### src/rtl/simon_pkg.sv
// Types and constants shared by the button front end and the game FSM.
// The gesture state enum is reused by the game FSM for its input-phase decode.
package simon_pkg;

  localparam int N_BTN                   = 4;
  localparam int DEBOUNCE_CYCLES_DEFAULT = 500000;  // 10 ms at 50 MHz

  typedef logic [1:0] btn_id_t;

  typedef enum logic [1:0] {
    WAIT_REL = 2'd0,
    ARMED    = 2'd1,
    HOLD     = 2'd2
  } gesture_state_t;

endpackage

### src/rtl/btn_conditioner_if.sv
// Press-event handshake between the button conditioner (master) and the game FSM (slave).
interface btn_conditioner_if;
  import simon_pkg::*;

  logic    press_valid;
  btn_id_t press_id;
  logic    press_ready;

  modport master (
    output press_valid,
    output press_id,
    input  press_ready
  );

  modport slave (
    input  press_valid,
    input  press_id,
    output press_ready
  );

endinterface

### src/rtl/btn_debounce.sv
// Single-bit two-flop synchroniser followed by a stable-count debouncer.
// The level only changes after DEBOUNCE_CYCLES consecutive cycles of disagreement.
module btn_debounce #(
  parameter int DEBOUNCE_CYCLES = 4
) (
  input  logic clk,
  input  logic rst,
  input  logic raw,
  output logic level
);

  localparam int CNT_W = (DEBOUNCE_CYCLES > 1) ? $clog2(DEBOUNCE_CYCLES) : 1;
  localparam logic [CNT_W-1:0] CNT_LAST = CNT_W'(DEBOUNCE_CYCLES - 1);

  logic             meta;
  logic             sync;
  logic [CNT_W-1:0] cnt;

  // NOTE: sequential state uses non-blocking assignments so every flop samples
  // the pre-edge value of its neighbour; blocking here would collapse the sync chain.
  always_ff @(posedge clk or negedge rst) begin
    if (!rst) begin
      meta <= 1'b0;
      sync <= 1'b0;
    end else begin
      meta <= raw;
      sync <= meta;
    end
  end

  always_ff @(posedge clk or negedge rst) begin
    if (!rst) begin
      cnt   <= '0;
      level <= 1'b0;
    end else if (sync == level) begin
      cnt <= '0;
    end else if (cnt == CNT_LAST) begin
      level <= sync;
      cnt   <= '0;
    end else begin
      cnt <= cnt + 1'b1;
    end
  end

endmodule

### src/rtl/btn_conditioner.sv
// Debounces the player buttons and turns each clean single-button press-and-release
// into one press event on a one-entry valid/ready slot; flags chords and dropped events.
module btn_conditioner
  import simon_pkg::*;
#(
  parameter int N_BTN           = simon_pkg::N_BTN,
  parameter int DEBOUNCE_CYCLES = DEBOUNCE_CYCLES_DEFAULT
) (
  input  logic               clk,
  input  logic               rst,
  input  logic [N_BTN-1:0]   btn_raw,
  input  logic               enable,
  output logic [N_BTN-1:0]   btn_level,
  output logic               multi_press,
  output logic               overrun,
  btn_conditioner_if.master  press
);

  // After reset btn_level reads 0 until the debouncers have had time to see the
  // real pins; the FSM must not arm in that window or a button held through
  // reset would look like a fresh press.
  localparam int SETTLE_CYCLES = DEBOUNCE_CYCLES + 3;
  localparam int SETTLE_W      = $clog2(SETTLE_CYCLES + 1);

  logic [SETTLE_W-1:0] settle_cnt;
  logic                settled;

  gesture_state_t state, state_next;
  btn_id_t        held_id, held_next;
  btn_id_t        first_idx;
  logic [N_BTN-1:0] held_mask;
  logic [N_BTN-1:0] others;
  int unsigned    ones;
  logic           emit;
  logic           chord;

  logic    slot_valid;
  btn_id_t slot_id;

  for (genvar g = 0; g < N_BTN; g++) begin : g_btn
    btn_debounce #(
      .DEBOUNCE_CYCLES(DEBOUNCE_CYCLES)
    ) u_debounce (
      .clk   (clk),
      .rst   (rst),
      .raw   (btn_raw[g]),
      .level (btn_level[g])
    );
  end

  always_ff @(posedge clk or negedge rst) begin
    if (!rst) begin
      settle_cnt <= '0;
    end else if (!settled) begin
      settle_cnt <= settle_cnt + 1'b1;
    end
  end

  assign settled = (settle_cnt == SETTLE_W'(SETTLE_CYCLES));

  // NOTE: every signal driven here gets a default first, so no path leaves a
  // value unassigned and no latch is inferred.
  always_comb begin
    held_mask          = '0;
    held_mask[held_id] = 1'b1;
    others             = btn_level & ~held_mask;
    ones               = $countones(btn_level);
    first_idx          = '0;
    for (int i = N_BTN - 1; i >= 0; i--) begin
      if (btn_level[i]) first_idx = btn_id_t'(i);
    end
  end

  always_comb begin
    state_next = state;
    held_next  = held_id;
    emit       = 1'b0;
    chord      = 1'b0;
    unique case (state)
      WAIT_REL: begin
        if (settled && enable && btn_level == '0) state_next = ARMED;
      end
      ARMED: begin
        if (!enable) begin
          state_next = WAIT_REL;
        end else if (ones == 1) begin
          held_next  = first_idx;
          state_next = HOLD;
        end else if (ones > 1) begin
          chord      = 1'b1;
          state_next = WAIT_REL;
        end
      end
      HOLD: begin
        // Another bit rising wins over the held bit falling in the same cycle.
        if (!enable) begin
          state_next = WAIT_REL;
        end else if (others != '0) begin
          chord      = 1'b1;
          state_next = WAIT_REL;
        end else if (btn_level == '0) begin
          emit       = 1'b1;
          state_next = ARMED;
        end
      end
      default: state_next = WAIT_REL;
    endcase
  end

  always_ff @(posedge clk or negedge rst) begin
    if (!rst) begin
      state   <= WAIT_REL;
      held_id <= '0;
    end else begin
      state   <= state_next;
      held_id <= held_next;
    end
  end

  // One-entry event slot; a handshake in the emit cycle frees room for the new event.
  always_ff @(posedge clk or negedge rst) begin
    if (!rst) begin
      slot_valid  <= 1'b0;
      slot_id     <= '0;
      multi_press <= 1'b0;
      overrun     <= 1'b0;
    end else begin
      multi_press <= chord;
      overrun     <= 1'b0;
      if (!enable) begin
        slot_valid <= 1'b0;
      end else if (emit) begin
        if (!slot_valid || press.press_ready) begin
          slot_valid <= 1'b1;
          slot_id    <= held_id;
        end else begin
          overrun <= 1'b1;
        end
      end else if (slot_valid && press.press_ready) begin
        slot_valid <= 1'b0;
      end
    end
  end

  assign press.press_valid = slot_valid;
  assign press.press_id    = slot_id;

endmodule
### src/flat_wrapper.sv
// flat-port wrapper written by rule: the top's interface ports become plain ports
module btn_conditioner_flat import simon_pkg::*;
#(
  parameter int N_BTN           = simon_pkg::N_BTN,
  parameter int DEBOUNCE_CYCLES = DEBOUNCE_CYCLES_DEFAULT
)
  (clk, rst, btn_raw, enable, btn_level, multi_press, overrun, press_press_valid, press_press_id, press_press_ready);
  btn_conditioner_if press_i ();
  input  logic clk;
  input  logic rst;
  input  logic [N_BTN-1:0] btn_raw;
  input  logic enable;
  output logic [N_BTN-1:0] btn_level;
  output logic multi_press;
  output logic overrun;
  output wire logic [$bits(press_i.press_valid)-1:0] press_press_valid;
  output wire logic [$bits(press_i.press_id)-1:0] press_press_id;
  input wire logic [$bits(press_i.press_ready)-1:0] press_press_ready;
  assign press_press_valid = press_i.press_valid;
  assign press_press_id = press_i.press_id;
  assign press_i.press_ready = press_press_ready;
  btn_conditioner #(.N_BTN(N_BTN), .DEBOUNCE_CYCLES(DEBOUNCE_CYCLES)) u_core (.clk(clk), .rst(rst), .btn_raw(btn_raw), .enable(enable), .btn_level(btn_level), .multi_press(multi_press), .overrun(overrun), .press(press_i));
endmodule
### config.mk
export PLATFORM = sky130hd
export DESIGN_NAME = btn_conditioner_flat
export DESIGN_NICKNAME = d
export VERILOG_FILES = /design/src/rtl/simon_pkg.sv /design/src/rtl/btn_conditioner_if.sv /design/src/rtl/btn_debounce.sv /design/src/rtl/btn_conditioner.sv /design/src/flat_wrapper.sv
export SDC_FILE = /design/constraint.sdc
export NUM_CORES = 1
export LEC_CHECK = 0
export ABC_AREA = 1
export ABC_CLOCK_PERIOD_IN_PS = 4050
export CORE_ASPECT_RATIO = 0.8
export CORE_MARGIN = 3
export CORE_UTILIZATION = 42
export CTS_CLUSTER_SIZE = 20
export DETAILED_ROUTE_END_ITERATION = 8
export PLACE_DENSITY = 0.66
export SYNTH_ARGS = -nofsm -noshare
export SYNTH_HDL_FRONTEND = slang
export SYNTH_HIERARCHICAL = 1
export SYNTH_SLANG_ARGS = --single-unit
### constraint.sdc
create_clock -name clk -period 4.05 [get_ports clk]
set_input_delay 0.81 -clock clk [delete_from_list [all_inputs] [get_ports clk]]
set_output_delay 0.81 -clock clk [all_outputs]
set_load 0.02 [all_outputs]
== Word level (Yosys, flattened, before mapping) ==
Cells that the tools add are included.

* Mux-type cells: 39
* Bitwise logic cells: 6
* Magnitude comparators: 3
* $add $sub $neg: 8
* Equality and inequality tests: 17
* Reductions and logical operators: 17

{| class="wikitable"
|+ Operators by type and width
! operator !! count
|-
| 19-bit two-way mux || 8
|-
| 19-bit by 1-bit adder with 19-bit output (second input constant) || 5
|-
| 19-bit == test (second input constant) || 5
|-
| 32-bit adder || 1
|-
| 32-bit by 1-bit == test with 1-bit output (second input constant) || 1
|-
| 32-bit by 1-bit greater-than comparator with 1-bit output (second input constant) || 1
|-
| 2-bit two-way mux || 11
|-
| 1-bit two-way mux || 17
|-
| 2-bit AND reduction || 5
|-
| 3-bit AND reduction || 3
|-
| 4-bit by 2-bit != test with 1-bit output (second input constant) || 2
|-
| 2-bit case mux with 3 select lines || 1
|-
| 1-bit by 1-bit adder with 2-bit output || 2
|-
| 4-bit bitwise AND || 1
|-
| 1-bit == test || 4
|-
| 1-bit logical AND || 4
|-
| 4-bit zero test || 1
|-
| 1-bit NOT || 4
|-
| 4-bit NOT || 1
|-
| 4-bit nonzero test || 1
|-
| 2-bit by 3-bit less-than comparator with 1-bit output (second input constant) || 1
|-
| 3-bit by 1-bit != test with 1-bit output (second input constant) || 1
|-
| 3-bit != test (second input constant) || 1
|-
| 1-bit demux with 2-bit select || 1
|-
| 8 further kinds || 8
|}

* Input bits: 8
* Logic and storage cells: 113
* Flip-flop bits (word level): 116

== Depth between registers and ports, before layout ==
* Depth in word-level cells: 12
* Mapped depth: 12
* Mapped depth without buffers: 12

== By module ==
Netlist, hierarchy kept.

{| class="wikitable"
|+ Modules (own cells, without submodules)
! module !! cells each !! instances !! area an instance (µm²)
|-
| btn_debounce || 147 || 4 || 1191.1
|-
| btn_conditioner || 187 || 1 || 1575.3
|}

== Worst setup path after synthesis ==
Ideal clock, no wire load.

* Kind: register to register
* Start point: register u_core.g_btn[0].u_debounce.level
* End point: register u_core.state[1]
* Path buffers: 0
* Slack: 1.654 ns
* Stages on the path, launching flop included: 12
* Arrival time: 2.330 ns
* Clock period less this slack: 2.396 ns
* Setup time: 0.066 ns
* Cells stage by stage: dfrtp_1 inv_1 fa_1 inv_1 ha_1 inv_1 ha_1 nor3b_1 inv_1 nor2_1 nand4_1 nand2_1

* Cells in the longest elaborated chain, start to end: 6
* Elaborated cells between the ends (all ways): 17
* Those cells by class: add/sub (2); order compare (1); eq/ne (4); mux (5); bitwise (1); reduce/logical (4)

{| class="wikitable"
|+ RTL lines
! what !! RTL line !! text
|-
| from (decl) || btn_debounce.sv:9 || <nowiki>output logic level</nowiki>
|-
| from (signal assigned) || btn_debounce.sv:38 || <nowiki>level <= sync;</nowiki>
|-
| parallel branches: the longest is 6 deep, another holds 32-bit adder || n/a ||
|-
| to (signal assigned) || btn_conditioner.sv:115 || <nowiki>state <= state_next;</nowiki>
|-
| to (decl) || btn_conditioner.sv:28 || <nowiki>gesture_state_t state, state_next;</nowiki>
|}

Several ways; the timed one is not identified.
A chain may end at the register's enable or synchronous reset.

== Worst setup path in the final report ==
Same ends and word-level chain as after synthesis.

==> impl_metrics.toml <==
[power_and_ir_drop]
pwr_density_cell_nw_per_um2 = 393
power_switching_share = 0.205
p_int_uw = 2310
p_sw_uw = 595
p_leak_uw = 0.00330
clkPwrFrac = 0.546
combPwrFrac = 0.042
seq_power_share = 0.412
peakVddDrop_uv = 301

[finish]
layout_common_cells = "nor2_1 (151), nand2_1 (140), dfrtp_1 (116)"
nFillCells = 1388
areaGrowthSynthToFinish_pct = 16.4
drive_above_1_share = 0.142
finalInstanceArea_um2 = 7380
fin_cells = 1007
layout_commonest_cell = "nor2_1"
fin_nets = 833
antenna_cells = 0

[clock_tree]
clockRootBuffer = "clkbuf_16"
postCtsSetupBuffers = 0
clockBufferDepth = 2
cts_resized = 0
path_clk_slew_ps = 50
worst_skew_pair.late_latency_ps = 410
cts_tree = "yes"
holdBufCountCts = 0
clock-sinks = 116
cts_made_buffers = 17
cts_max_level = 4

[drt]
first_iter_violations = 277
via_count = 4743
drc = 0
post_drt_wl_per_cell_um = 11.9
final_antenna_net_count = 0
via_per_inst = 4.71
drtPass1Iterations = 6
routed_wirelength_um = 12000

[worst_hold_path]
min_from = "u_core/g_btn[3].u_debounce/meta$_DFF_PN0_"
hold_path_depth = 0
hold_class = "reg -> reg"
min_to = "u_core/g_btn[3].u_debounce/sync$_DFF_PN0_"

[place]
portBuffers = 16
place_area_um2 = 6750
dp_cells = 976
hpwlAfterDp_um = 8740
place_congestion = 0.875

[yosys]
synth_area_leaders = "dfrtp_1 (46%), nor2_1 (8.9%), nand2_1 (8.3%), inv_1 (5.6%), xor2_1 (4.6%)"
seq_area_frac_synth = 0.458
yosysTopAreaCellShare = 0.458
synth_xor_xnor_area_share = 0.0764
avgSynthCellArea_um2 = 8.18
synth_top_family_by_area = "simple AND/OR/NAND/NOR gates"
ys_types = 30
syn_area_um2 = 6340
synth-compound-area-share = 0.0397
synth_simple_gate_area_frac = 0.336
syn_inst = 775
synth_area_leader_cell = "dfrtp_1"
syn_nets = 797
synthAdderAreaFrac = 0.0288
ys_ff_latch = 116
synth_warnings = 6
muxShareOfSynthArea = 0

[setup_path]
max_stage_delay_ps = 550
rrSetupSlack_ps = 1540
cp_slowest_cell = "fa_1"
crit_chain = "inv_1, fa_1, inv_1, ha_1, inv_1, ha_1, nor3b_1, inv_1, nor2_1, nand4_1, nand2_1"
critPathLaunch = "u_core/g_btn[0].u_debounce/level$_DFFE_PN0P_"
path_class = "reg -> reg"
cp_num_buf_inv = 4
startpoint_type = "register"
r2r_cells = 11
endpoint_kind = "register"
path_max_fanout = 6
arrival_ps = 2860
rr_endpoint = "u_core/state[1]$_DFFE_PN0P_"
required_ps = 4400
critPathMostFrequentCell = "inv_1"
path_delay_family = "adder cells"
reg2reg_from = "u_core/g_btn[0].u_debounce/level$_DFFE_PN0P_"

[die]
dieHeight_um = 116
initial_core_util = 0.436
top_level_ports = 17
die_w_um = 143
core-area_um2 = 14500
die_area_um2 = 16600
fp-row-count = 39

[timing]
rsz0062_at_grt = "no"
period_minus_slack_ps = 2510
setup_tns_ps = 0
clock.fmax_mhz = 398
setup_violations = 0
slew_headroom = 0.512
finalClockSkew_ps = 9.85
finalCritPeriodShare = 0.620
tightest_slew_ps = 732
slew_violations = 0
timing_hold_violations_final = 0

[global_routing]
grt_max_degree = 62
grt_usage = 0.161
grt_overflow = 0
antenna_found_initial = 0
grt_pass1_wl_um = 21300
grt_pass1_vias = 4542

[run]
drv_cap = 0

[outcome]
outcome = "complete, no violations"
==> how the worst max path moves through the flow <==
stage / endpoint / slack, ps / depth (start not counted)
2_1_floorplan: u_core/state[1]$_DFFE_PN0P_ / 1650 / 11
3_3_place_gp: u_core/state[1]$_DFFE_PN0P_ / 1610 / 11
3_5_place_dp: u_core/held_id[0]$_DFFE_PN0P_ / 1520 / 11
4_1_cts: u_core/state[1]$_DFFE_PN0P_ / 1510 / 11
5_1_grt: u_core/state[1]$_DFFE_PN0P_ / 1200 / 11
6_report: u_core/state[1]$_DFFE_PN0P_ / 1540 / 11
==> power by group through the flow <==
stage,clock network (µW),registers (µW),logic [µW]
2_1_floorplan,0,1210,75.9
3_3_place_gp,0,1210,125
3_5_place_dp,0,1210,125
4_1_cts,1630,1190,125
5_1_grt,1690,1200,141
6_report,1590,1190,122
==> final cells by class <==
cell class / instances / area, µm² / share of cell area
Sequential cell: 116 / 2900 / 0.393
Multi-Input combinational cell: 555 / 3050 / 0.413
Clock inverter: 9 / 150 / 0.0203
Tap cell: 184 / 230 / 0.0312
Clock buffer: 22 / 484 / 0.0656
Timing Repair Buffer: 17 / 178 / 0.0241
Inverter: 104 / 390 / 0.0529
==> registers in the layout, indices dropped and copies added (netlist names) <==
signal	cells
u_core/g_btn.u_debounce/meta	4
u_core/state	2
u_core/settle_cnt	19
u_core/g_btn.u_debounce/sync	4
u_core/overrun	1
u_core/held_id	2
u_core/g_btn.u_debounce/cnt	76
u_core/press.press_valid	1
u_core/g_btn.u_debounce/level	4
u_core/press.press_id	2
u_core/multi_press	1
==> cell usage after synthesis, drive strengths merged <==
cell type / instances
inv: 104
o2111ai: 1
o21ai: 27
o21bai: 1
nor2: 183
nand4: 10
nor3b: 9
nand3b: 1
nor4: 1
xnor2: 14
fa: 1
ha: 13
a21oi: 14
nand2: 165
nor3: 13
nand3: 61
dfrtp: 116
o21a: 4
xor2: 37
==> layer usage <==
metal / up-vias / global-route usage / share of wire
li1: 2490 / - / -
met1: 2174 / 0.232 / 0.53
met2: 68 / 0.234 / 0.42
met3: 11 / 0.0503 / 0.043
met4: 0 / 0.0514 / 0.012
met5: - / 0 / 0
==> kinds of logic after synthesis <==
kind of cell,count (synthesis)
buf+inv,104
simple gates,443
xor+xnor,51
fa+ha+maj,14
compound gates,47
flops,116
==> worst register-to-register path, stage by stage, from the launching register on <==
cell	delay (ps)
dfrtp_1	460
inv_1	130
fa_1	550
inv_1	50
ha_1	190
inv_1	60
ha_1	210
nor3b_1	280
inv_1	70
nor2_1	250
nand4_1	130
nand2_1	80
==> stage by stage <==
stage          total power (µW)  hold WS [ps]  setup WS, ps   util
3_5_place_dp               1340           336          1520  0.464
6_report                   2900           346          1540  0.508
4_1_cts                    2950           348          1510  0.508
3_3_place_gp               1340           333          1610  0.464
2_1_floorplan              1290           331          1650      -
5_1_grt                    3030           354          1200  0.508
Note: power is estimated with default switching activity, not from simulation.
